==> config.mk <==
export PLATFORM = sky130hd
export DESIGN_NAME = vga_frame_scheduler
export DESIGN_NICKNAME = d
export VERILOG_FILES = /design/src/rtl/vga_frame_scheduler_pkg.sv /design/src/rtl/vga_frame_scheduler_sync_delay.sv /design/src/rtl/vga_frame_scheduler.sv
export SDC_FILE = /design/constraint.sdc
export NUM_CORES = 1
export LEC_CHECK = 0
export BUFFER_PORTS_ARGS = -buffer_cell sky130_fd_sc_hd__buf_4
export CORE_ASPECT_RATIO = 1.4
export CORE_MARGIN = 5
export CORE_UTILIZATION = 25
export CTS_CLUSTER_DIAMETER = 40
export DETAILED_ROUTE_END_ITERATION = 12
export HOLD_SLACK_MARGIN = 0.1
export SETUP_SLACK_MARGIN = 0.4
export SLEW_MARGIN = 20
export SYNTH_ARGS = -nofsm -noshare
export SYNTH_HDL_FRONTEND = slang
export SYNTH_SLANG_ARGS = --single-unit
==> constraint.sdc <==
create_clock -name CLOCK -period 5.92 [get_ports CLOCK]
set_input_delay 0.888 -clock CLOCK [delete_from_list [all_inputs] [get_ports CLOCK]]
set_output_delay 0.888 -clock CLOCK [all_outputs]
set_load 0.05 [all_outputs]
==> src/rtl/vga_frame_scheduler_pkg.sv <==
// Shared VGA timing defaults, timing-FSM state encodings and the display-state bundle
// used by the frame scheduler and its sync delay line.
package vga_frame_scheduler_pkg;

  localparam int DEF_CNTR_WIDTH_H = 11;
  localparam int DEF_CNTR_WIDTH_V = 10;
  localparam int DEF_H_VISIBLE    = 640;
  localparam int DEF_H_FRONT      = 16;
  localparam int DEF_H_SYNC       = 96;
  localparam int DEF_H_BACK       = 48;
  localparam int DEF_V_VISIBLE    = 480;
  localparam int DEF_V_FRONT      = 10;
  localparam int DEF_V_SYNC       = 2;
  localparam int DEF_V_BACK       = 33;
  localparam int DEF_PIPE_LAT     = 2;

  typedef enum logic [1:0] {
    H_ST_ACTIVE = 2'd0,
    H_ST_FRONT  = 2'd1,
    H_ST_SYNC   = 2'd2,
    H_ST_BACK   = 2'd3
  } h_state_e;

  typedef enum logic [1:0] {
    V_ST_ACTIVE = 2'd0,
    V_ST_FRONT  = 2'd1,
    V_ST_SYNC   = 2'd2,
    V_ST_BACK   = 2'd3
  } v_state_e;

  // Everything the producer hands over in one update, published atomically per frame.
  typedef struct packed {
    logic [11:0]  highlighted;
    logic [3:0]   basket_num;
    logic [47:0]  basket_ids;
    logic [239:0] numbers;
    logic [19:0]  total_price;
  } display_t;

  function automatic bit timing_fits(input int total, input int width);
    return total <= (1 << width);
  endfunction

endpackage

==> src/rtl/vga_frame_scheduler_sync_delay.sv <==
// Reset-loaded shift register that delays {HS, VS, BLANK_N} to match pixel-path latency.
// DEPTH of zero degenerates to a plain wire.
module vga_sync_delay #(
  parameter int               WIDTH     = 3,
  parameter int               DEPTH     = 2,
  parameter logic [WIDTH-1:0] RESET_VAL = '0
) (
  input  logic             CLOCK,
  input  logic             RESET_N,
  input  logic [WIDTH-1:0] d_i,
  output logic [WIDTH-1:0] q_o
);

  generate
    if (DEPTH == 0) begin : g_wire
      logic unused_clk_rst;
      assign unused_clk_rst = CLOCK ^ RESET_N;
      assign q_o = d_i;
    end else begin : g_shift
      logic [WIDTH-1:0] stage_q [DEPTH];
      for (genvar gi = 0; gi < DEPTH; gi++) begin : g_stage
        logic [WIDTH-1:0] stage_d;
        if (gi == 0) begin : g_first
          assign stage_d = d_i;
        end else begin : g_rest
          assign stage_d = stage_q[gi-1];
        end
        always_ff @(posedge CLOCK) begin
          if (!RESET_N) begin
            stage_q[gi] <= RESET_VAL;
          end else begin
            stage_q[gi] <= stage_d;
          end
        end
      end
      assign q_o = stage_q[DEPTH-1];
    end
  endgenerate

endmodule

==> src/rtl/vga_frame_scheduler.sv <==
// VGA timing owner: H/V counters and region FSMs, latency-matched sync/blank, and
// tear-free publication of producer display state at the start of vertical blanking.
module vga_frame_scheduler
  import vga_frame_scheduler_pkg::*;
#(
  parameter int CNTR_WIDTH_H = DEF_CNTR_WIDTH_H,
  parameter int CNTR_WIDTH_V = DEF_CNTR_WIDTH_V,
  parameter int H_VISIBLE    = DEF_H_VISIBLE,
  parameter int H_FRONT      = DEF_H_FRONT,
  parameter int H_SYNC       = DEF_H_SYNC,
  parameter int H_BACK       = DEF_H_BACK,
  parameter int V_VISIBLE    = DEF_V_VISIBLE,
  parameter int V_FRONT      = DEF_V_FRONT,
  parameter int V_SYNC       = DEF_V_SYNC,
  parameter int V_BACK       = DEF_V_BACK,
  parameter int PIPE_LAT     = DEF_PIPE_LAT
) (
  input  logic                    CLOCK,
  input  logic                    RESET_N,
  input  logic                    UPDATE_REQ,
  input  logic [11:0]             HighlightedProductList_in,
  input  logic [3:0]              BasketProductNum_in,
  input  logic [47:0]             BasketProductIDList_in,
  input  logic [239:0]            numbers_in,
  input  logic [19:0]             total_price_in,
  output logic                    UPDATE_ACK,
  output logic [CNTR_WIDTH_H-1:0] CounterX,
  output logic [CNTR_WIDTH_V-1:0] CounterY,
  output logic [11:0]             HighlightedProductList,
  output logic [3:0]              BasketProductNum,
  output logic [47:0]             BasketProductIDList,
  output logic [239:0]            numbers,
  output logic [19:0]             total_price,
  output logic                    VGA_HS,
  output logic                    VGA_VS,
  output logic                    VGA_BLANK_N,
  output logic                    VGA_SYNC_N,
  output logic                    FRAME_START,
  output logic                    LINE_START
);

  localparam int H_TOTAL = H_VISIBLE + H_FRONT + H_SYNC + H_BACK;
  localparam int V_TOTAL = V_VISIBLE + V_FRONT + V_SYNC + V_BACK;

  generate
    if (!timing_fits(H_TOTAL, CNTR_WIDTH_H)) begin : g_h_width_err
      $error("horizontal timing total does not fit CNTR_WIDTH_H");
    end
    if (!timing_fits(V_TOTAL, CNTR_WIDTH_V)) begin : g_v_width_err
      $error("vertical timing total does not fit CNTR_WIDTH_V");
    end
    if (H_FRONT < 1 || H_SYNC < 1 || H_BACK < 1 || V_FRONT < 1 || V_SYNC < 1 || V_BACK < 1)
    begin : g_region_err
      $error("every porch and sync region needs at least one pixel/line");
    end
  endgenerate

  localparam logic [CNTR_WIDTH_H-1:0] H_FRONT_AT = CNTR_WIDTH_H'(H_VISIBLE);
  localparam logic [CNTR_WIDTH_H-1:0] H_SYNC_AT  = CNTR_WIDTH_H'(H_VISIBLE + H_FRONT);
  localparam logic [CNTR_WIDTH_H-1:0] H_BACK_AT  = CNTR_WIDTH_H'(H_VISIBLE + H_FRONT + H_SYNC);
  localparam logic [CNTR_WIDTH_H-1:0] H_LAST     = CNTR_WIDTH_H'(H_TOTAL - 1);
  localparam logic [CNTR_WIDTH_V-1:0] V_FRONT_AT = CNTR_WIDTH_V'(V_VISIBLE);
  localparam logic [CNTR_WIDTH_V-1:0] V_SYNC_AT  = CNTR_WIDTH_V'(V_VISIBLE + V_FRONT);
  localparam logic [CNTR_WIDTH_V-1:0] V_BACK_AT  = CNTR_WIDTH_V'(V_VISIBLE + V_FRONT + V_SYNC);
  localparam logic [CNTR_WIDTH_V-1:0] V_LAST     = CNTR_WIDTH_V'(V_TOTAL - 1);

  logic [CNTR_WIDTH_H-1:0] x_q, x_d;
  logic [CNTR_WIDTH_V-1:0] y_q, y_d;
  logic                    x_wrap;
  h_state_e                h_state_q, h_state_d;
  v_state_e                v_state_q, v_state_d;
  logic                    run_q;
  logic                    frame_start_q, frame_start_d;
  logic                    line_start_q, line_start_d;
  display_t                in_bus;
  display_t                pending_q, pending_d;
  logic                    pending_vld_q, pending_vld_d;
  display_t                shadow_q, shadow_d;
  logic                    ack_q, ack_d;
  logic                    publish;
  logic [2:0]              raw_sync, dly_sync;

  always_comb begin
    x_wrap = (x_q == H_LAST);
    x_d    = x_wrap ? '0 : x_q + 1'b1;
    y_d    = y_q;
    if (x_wrap) begin
      y_d = (y_q == V_LAST) ? '0 : y_q + 1'b1;
    end
    frame_start_d = (x_d == '0) && (y_d == '0);
    line_start_d  = (x_d == '0);
  end

  // Region FSMs look at the next counter value so state and counters stay in step.
  always_comb begin
    h_state_d = h_state_q;
    case (h_state_q)
      H_ST_ACTIVE: if (x_d == H_FRONT_AT) h_state_d = H_ST_FRONT;
      H_ST_FRONT:  if (x_d == H_SYNC_AT)  h_state_d = H_ST_SYNC;
      H_ST_SYNC:   if (x_d == H_BACK_AT)  h_state_d = H_ST_BACK;
      H_ST_BACK:   if (x_d == '0)         h_state_d = H_ST_ACTIVE;
      default:                            h_state_d = H_ST_ACTIVE;
    endcase
  end

  always_comb begin
    v_state_d = v_state_q;
    if (x_wrap) begin
      case (v_state_q)
        V_ST_ACTIVE: if (y_d == V_FRONT_AT) v_state_d = V_ST_FRONT;
        V_ST_FRONT:  if (y_d == V_SYNC_AT)  v_state_d = V_ST_SYNC;
        V_ST_SYNC:   if (y_d == V_BACK_AT)  v_state_d = V_ST_BACK;
        V_ST_BACK:   if (y_d == '0)         v_state_d = V_ST_ACTIVE;
        default:                            v_state_d = V_ST_ACTIVE;
      endcase
    end
  end

  always_comb begin
    in_bus.highlighted = HighlightedProductList_in;
    in_bus.basket_num  = BasketProductNum_in;
    in_bus.basket_ids  = BasketProductIDList_in;
    in_bus.numbers     = numbers_in;
    in_bus.total_price = total_price_in;
  end

  // Publish happens only on the single cycle entering vertical front porch;
  // a request landing on that very cycle bypasses the pending copy.
  assign publish = (x_q == '0) && (y_q == V_FRONT_AT);

  always_comb begin
    pending_d     = pending_q;
    pending_vld_d = pending_vld_q;
    shadow_d      = shadow_q;
    ack_d         = 1'b0;
    if (publish) begin
      if (UPDATE_REQ) begin
        shadow_d      = in_bus;
        pending_d     = '0;
        pending_vld_d = 1'b0;
        ack_d         = 1'b1;
      end else if (pending_vld_q) begin
        shadow_d      = pending_q;
        pending_d     = '0;
        pending_vld_d = 1'b0;
        ack_d         = 1'b1;
      end
    end else if (UPDATE_REQ) begin
      pending_d     = in_bus;
      pending_vld_d = 1'b1;
    end
  end

  always_ff @(posedge CLOCK) begin
    if (!RESET_N) begin
      x_q           <= '0;
      y_q           <= '0;
      h_state_q     <= H_ST_ACTIVE;
      v_state_q     <= V_ST_ACTIVE;
      run_q         <= 1'b0;
      frame_start_q <= 1'b0;
      line_start_q  <= 1'b0;
      pending_q     <= '0;
      pending_vld_q <= 1'b0;
      shadow_q      <= '0;
      ack_q         <= 1'b0;
    end else begin
      x_q           <= x_d;
      y_q           <= y_d;
      h_state_q     <= h_state_d;
      v_state_q     <= v_state_d;
      run_q         <= 1'b1;
      frame_start_q <= frame_start_d;
      line_start_q  <= line_start_d;
      pending_q     <= pending_d;
      pending_vld_q <= pending_vld_d;
      shadow_q      <= shadow_d;
      ack_q         <= ack_d;
    end
  end

  // run_q keeps BLANK_N low in the reset cycle even when the delay line is a wire.
  assign raw_sync = {h_state_q != H_ST_SYNC,
                     v_state_q != V_ST_SYNC,
                     run_q && (h_state_q == H_ST_ACTIVE) && (v_state_q == V_ST_ACTIVE)};

  vga_sync_delay #(
    .WIDTH     (3),
    .DEPTH     (PIPE_LAT),
    .RESET_VAL (3'b110)
  ) u_sync_delay (
    .CLOCK   (CLOCK),
    .RESET_N (RESET_N),
    .d_i     (raw_sync),
    .q_o     (dly_sync)
  );

  assign VGA_HS                 = dly_sync[2];
  assign VGA_VS                 = dly_sync[1];
  assign VGA_BLANK_N            = dly_sync[0];
  assign VGA_SYNC_N             = 1'b0;
  assign CounterX               = x_q;
  assign CounterY               = y_q;
  assign FRAME_START            = frame_start_q;
  assign LINE_START             = line_start_q;
  assign UPDATE_ACK             = ack_q;
  assign HighlightedProductList = shadow_q.highlighted;
  assign BasketProductNum       = shadow_q.basket_num;
  assign BasketProductIDList    = shadow_q.basket_ids;
  assign numbers                = shadow_q.numbers;
  assign total_price            = shadow_q.total_price;

endmodule

==> out/qor.csv <==
metric,value,unit
power density over cell area,323,nW/um2
Iteration-0 DRC Markers,1015,
initial antenna violation count,7,
Storage cell area,13700,um2
internal power,8.26,mW
highest clock rate,261,MHz
register share of total power,43.9,%
setup violators final,0,
CP max stage delay,710,ps
first-pass iteration count of the detailed router,5,
"count leader, synth",nor2_1,
share of synthesized flip-flops with an asynchronous set or reset,0,%
"Req. time, crit path",6450,ps
final core utilization,34.8,%
synth unique cells,66,
final net count,3644,
vias in the first global route,19600,
top post-synthesis cells by count,"nor2_1, dfxtp_1, a21oi_1",
CP max stage cell,nor4bb_1,
fillers,9953,
"EDFF count, synth",0,
Die Height,379,um
initial core utilization,25.2,%
Routed WL per cell,16.6,um
Multi-input gate area,9870,um2
clk_lat worst skew,660,ps
H-tree depth,3,
clock slew at reported path FFs,50,ps
Crit path arrival time,4360,ps
"most used cell, CP",nand3_1,
"Setup Fix Bufs, Post-CTS",0,
CTS buffer count,90,
Die ar.,104000,um2
Total Power,10.9,mW
Synth area leader,dfxtp_1,
Crit Path Class,flip-flop to flip-flop,
synthesized area per cell,8.98,um2
"Hold Vio Cnt, Final",0,
combinational share of power,5.6,%
max-cap viol count,0,
CTS tree,done,
vias,20300,
max_slew headroom,26.8,%
hpwl dp,54100,um
die width,274,um
reg2reg setup slack,2080,ps
IO Port Bufs,677,
syn nets,3050,
Post-synth top flop,dfxtp_1,
CP Capture Type,flip-flop,
pre-CTS setup slack,2020,ps
RSZ-0062 raised after global routing,false,
DRC,0,
Fin Setup TNS,0,ps
fin area,33700,um2
clk buf depth,3,
critical-path cell list,nor4_1 > nand3_1 > nor3_1 > mux2i_1 > nor4bb_1 > o21a_1 > nand3_1 > o311a_1,
status,completed,
Final GP Congestion,0.810,
Yosys reg bits,684,
first-pass GRT wire length,116000,um
final setup margin,2080,ps
Site Rows,135,
largest net degree at the start of global routing,227,
Synthesis Warnings,0,
VDD IR max,320,uV
clock power share,50.5,%
hold_buf cts,0,
Routed Antenna Nets,0,
DRT Wirelength,77900,um
minimum clock period,3840,ps
clk_skew,24.8,ps
"Seq/Total Area, Yosys",56.2,%
Congestion Overflow GR,0,
synthesized cell area,24400,um2
post-CTS resize count,0,
Area growth syn-to-layout,38.3,%
CTS root buf,clkbuf_16,
startpoint types,flip-flop,
# clock sinks,684,
Synth area leaders,"dfxtp_1, nor2_1, mux2i_1",
fin. max-slew vios,0,
leak pwr,15.0,nW
vias per inst,4.33,
switch share,24.0,%
GRT Util Overall,14.2,%
Post-Syn Instances,2711,
Worst Path Max Fanout,16,
Hold WC Path Type,flip-flop to flip-flop,
layout cells sized above 1,25.7,%
"Cell Area, Placed",30600,um2
CORE AREA,96800,um2
Tcrit/Tclk final,64.8,%
io pins,679,
Switch Pwr,2.61,mW
Slew @ Worst Pin,1100,ps
Synth top area share,56.2,%
final cells by class:
cell class | count | share of cell area [%]
multi-input cells | 1818 | 29.3
well taps | 1301 | 4.83
repair buffers | 698 | 15.9
diodes | 8 | 0.0594
inverters | 13 | 0.167
clock buffers | 109 | 7.23
clock inverters | 54 | 1.89
flip-flops and latches | 684 | 40.7
power groups by stage:
stage | clock network [mW] | registers [mW] | logic (mW)
after floorplan | 0 | 4.87 | 0.340
after global placement | 0 | 4.87 | 0.612
after detailed placement | 0 | 4.87 | 0.619
after CTS | 5.68 | 4.77 | 0.621
after global routing | 5.87 | 4.78 | 0.674
final | 5.50 | 4.77 | 0.610
final timing paths:
kind | cells after the start | from | endpoint
max | 8 | CounterX[5] | v_state_q[0]
min | 1 | u_sync_delay.g_shift.stage_q[0][1] | u_sync_delay.g_shift.stage_q[1][1]
max reg2reg | 8 | CounterX[5] | v_state_q[0]
min reg2reg | 1 | u_sync_delay.g_shift.stage_q[0][1] | u_sync_delay.g_shift.stage_q[1][1]
cells by family (layout without fill, tap and decap cells):
logic type	after synthesis	in the layout	synth area share [%]
AOI/OAI and AO/OA	379	379	8.30
xor gates and xnor gates	10	10	0.360
adders and majority gates	12	12	0.616
buffers and inverters	209	874	3.35
DFF	684	684	56.2
muxes	327	327	13.4
other	1	9	0.0154
and+or+nand+nor	1089	1089	17.7
registers in the layout, indices dropped and copies added, names as in the netlist:
signal and cells:
UPDATE_ACK 1, BasketProductIDList 48, run_q 1, h_state_q 2, BasketProductNum 4, FRAME_START 1, numbers 240, v_state_q 2
pending_q 324, CounterX 11, pending_vld_q 1, CounterY 10, HighlightedProductList 12, total_price 20, u_sync_delay.g_shift.stage_q 6, LINE_START 1
worst max-delay path, delay by kind of cell (launching register included):
kind               cells  cell delay, ps
and+or+nand+nor        5            2430
DFF                    1             450
muxes                  1             320
AOI/OAI and AO/OA      2             510
per-layer routing:
metal / part of all wire (%) / track usage [%] / vias to the layer above
li1: - / - / 10100
met1: 38 / 15.5 / 9386
met2: 49 / 24.3 / 620
met3: 9.5 / 5.64 / 156
met4: 3.9 / 6.46 / 0
met5: 0 / 0 / -
placed cells by master (no fill, tap or decap), types with 11 or more instances in the layout:
cell          n
dfxtp_1     684
nand3_1      13
ha_1         12
inv_6        14
clkinvlp_4   11
mux2i_1     327
clkbuf_16    91
a21oi_1     332
nand2_1      20
nor2_1      996
buf_4       689
inv_1        12
metrics by stage:
stage | cells | hold slack, ps
floorplan | 2711 | 386
global placement | 4514 | 403
detailed placement | 4514 | 406
CTS | 4677 | 386
global route | 4683 | 410
finish | 4685 | 404
No activity file was read; power rests on OpenSTA's default activity.
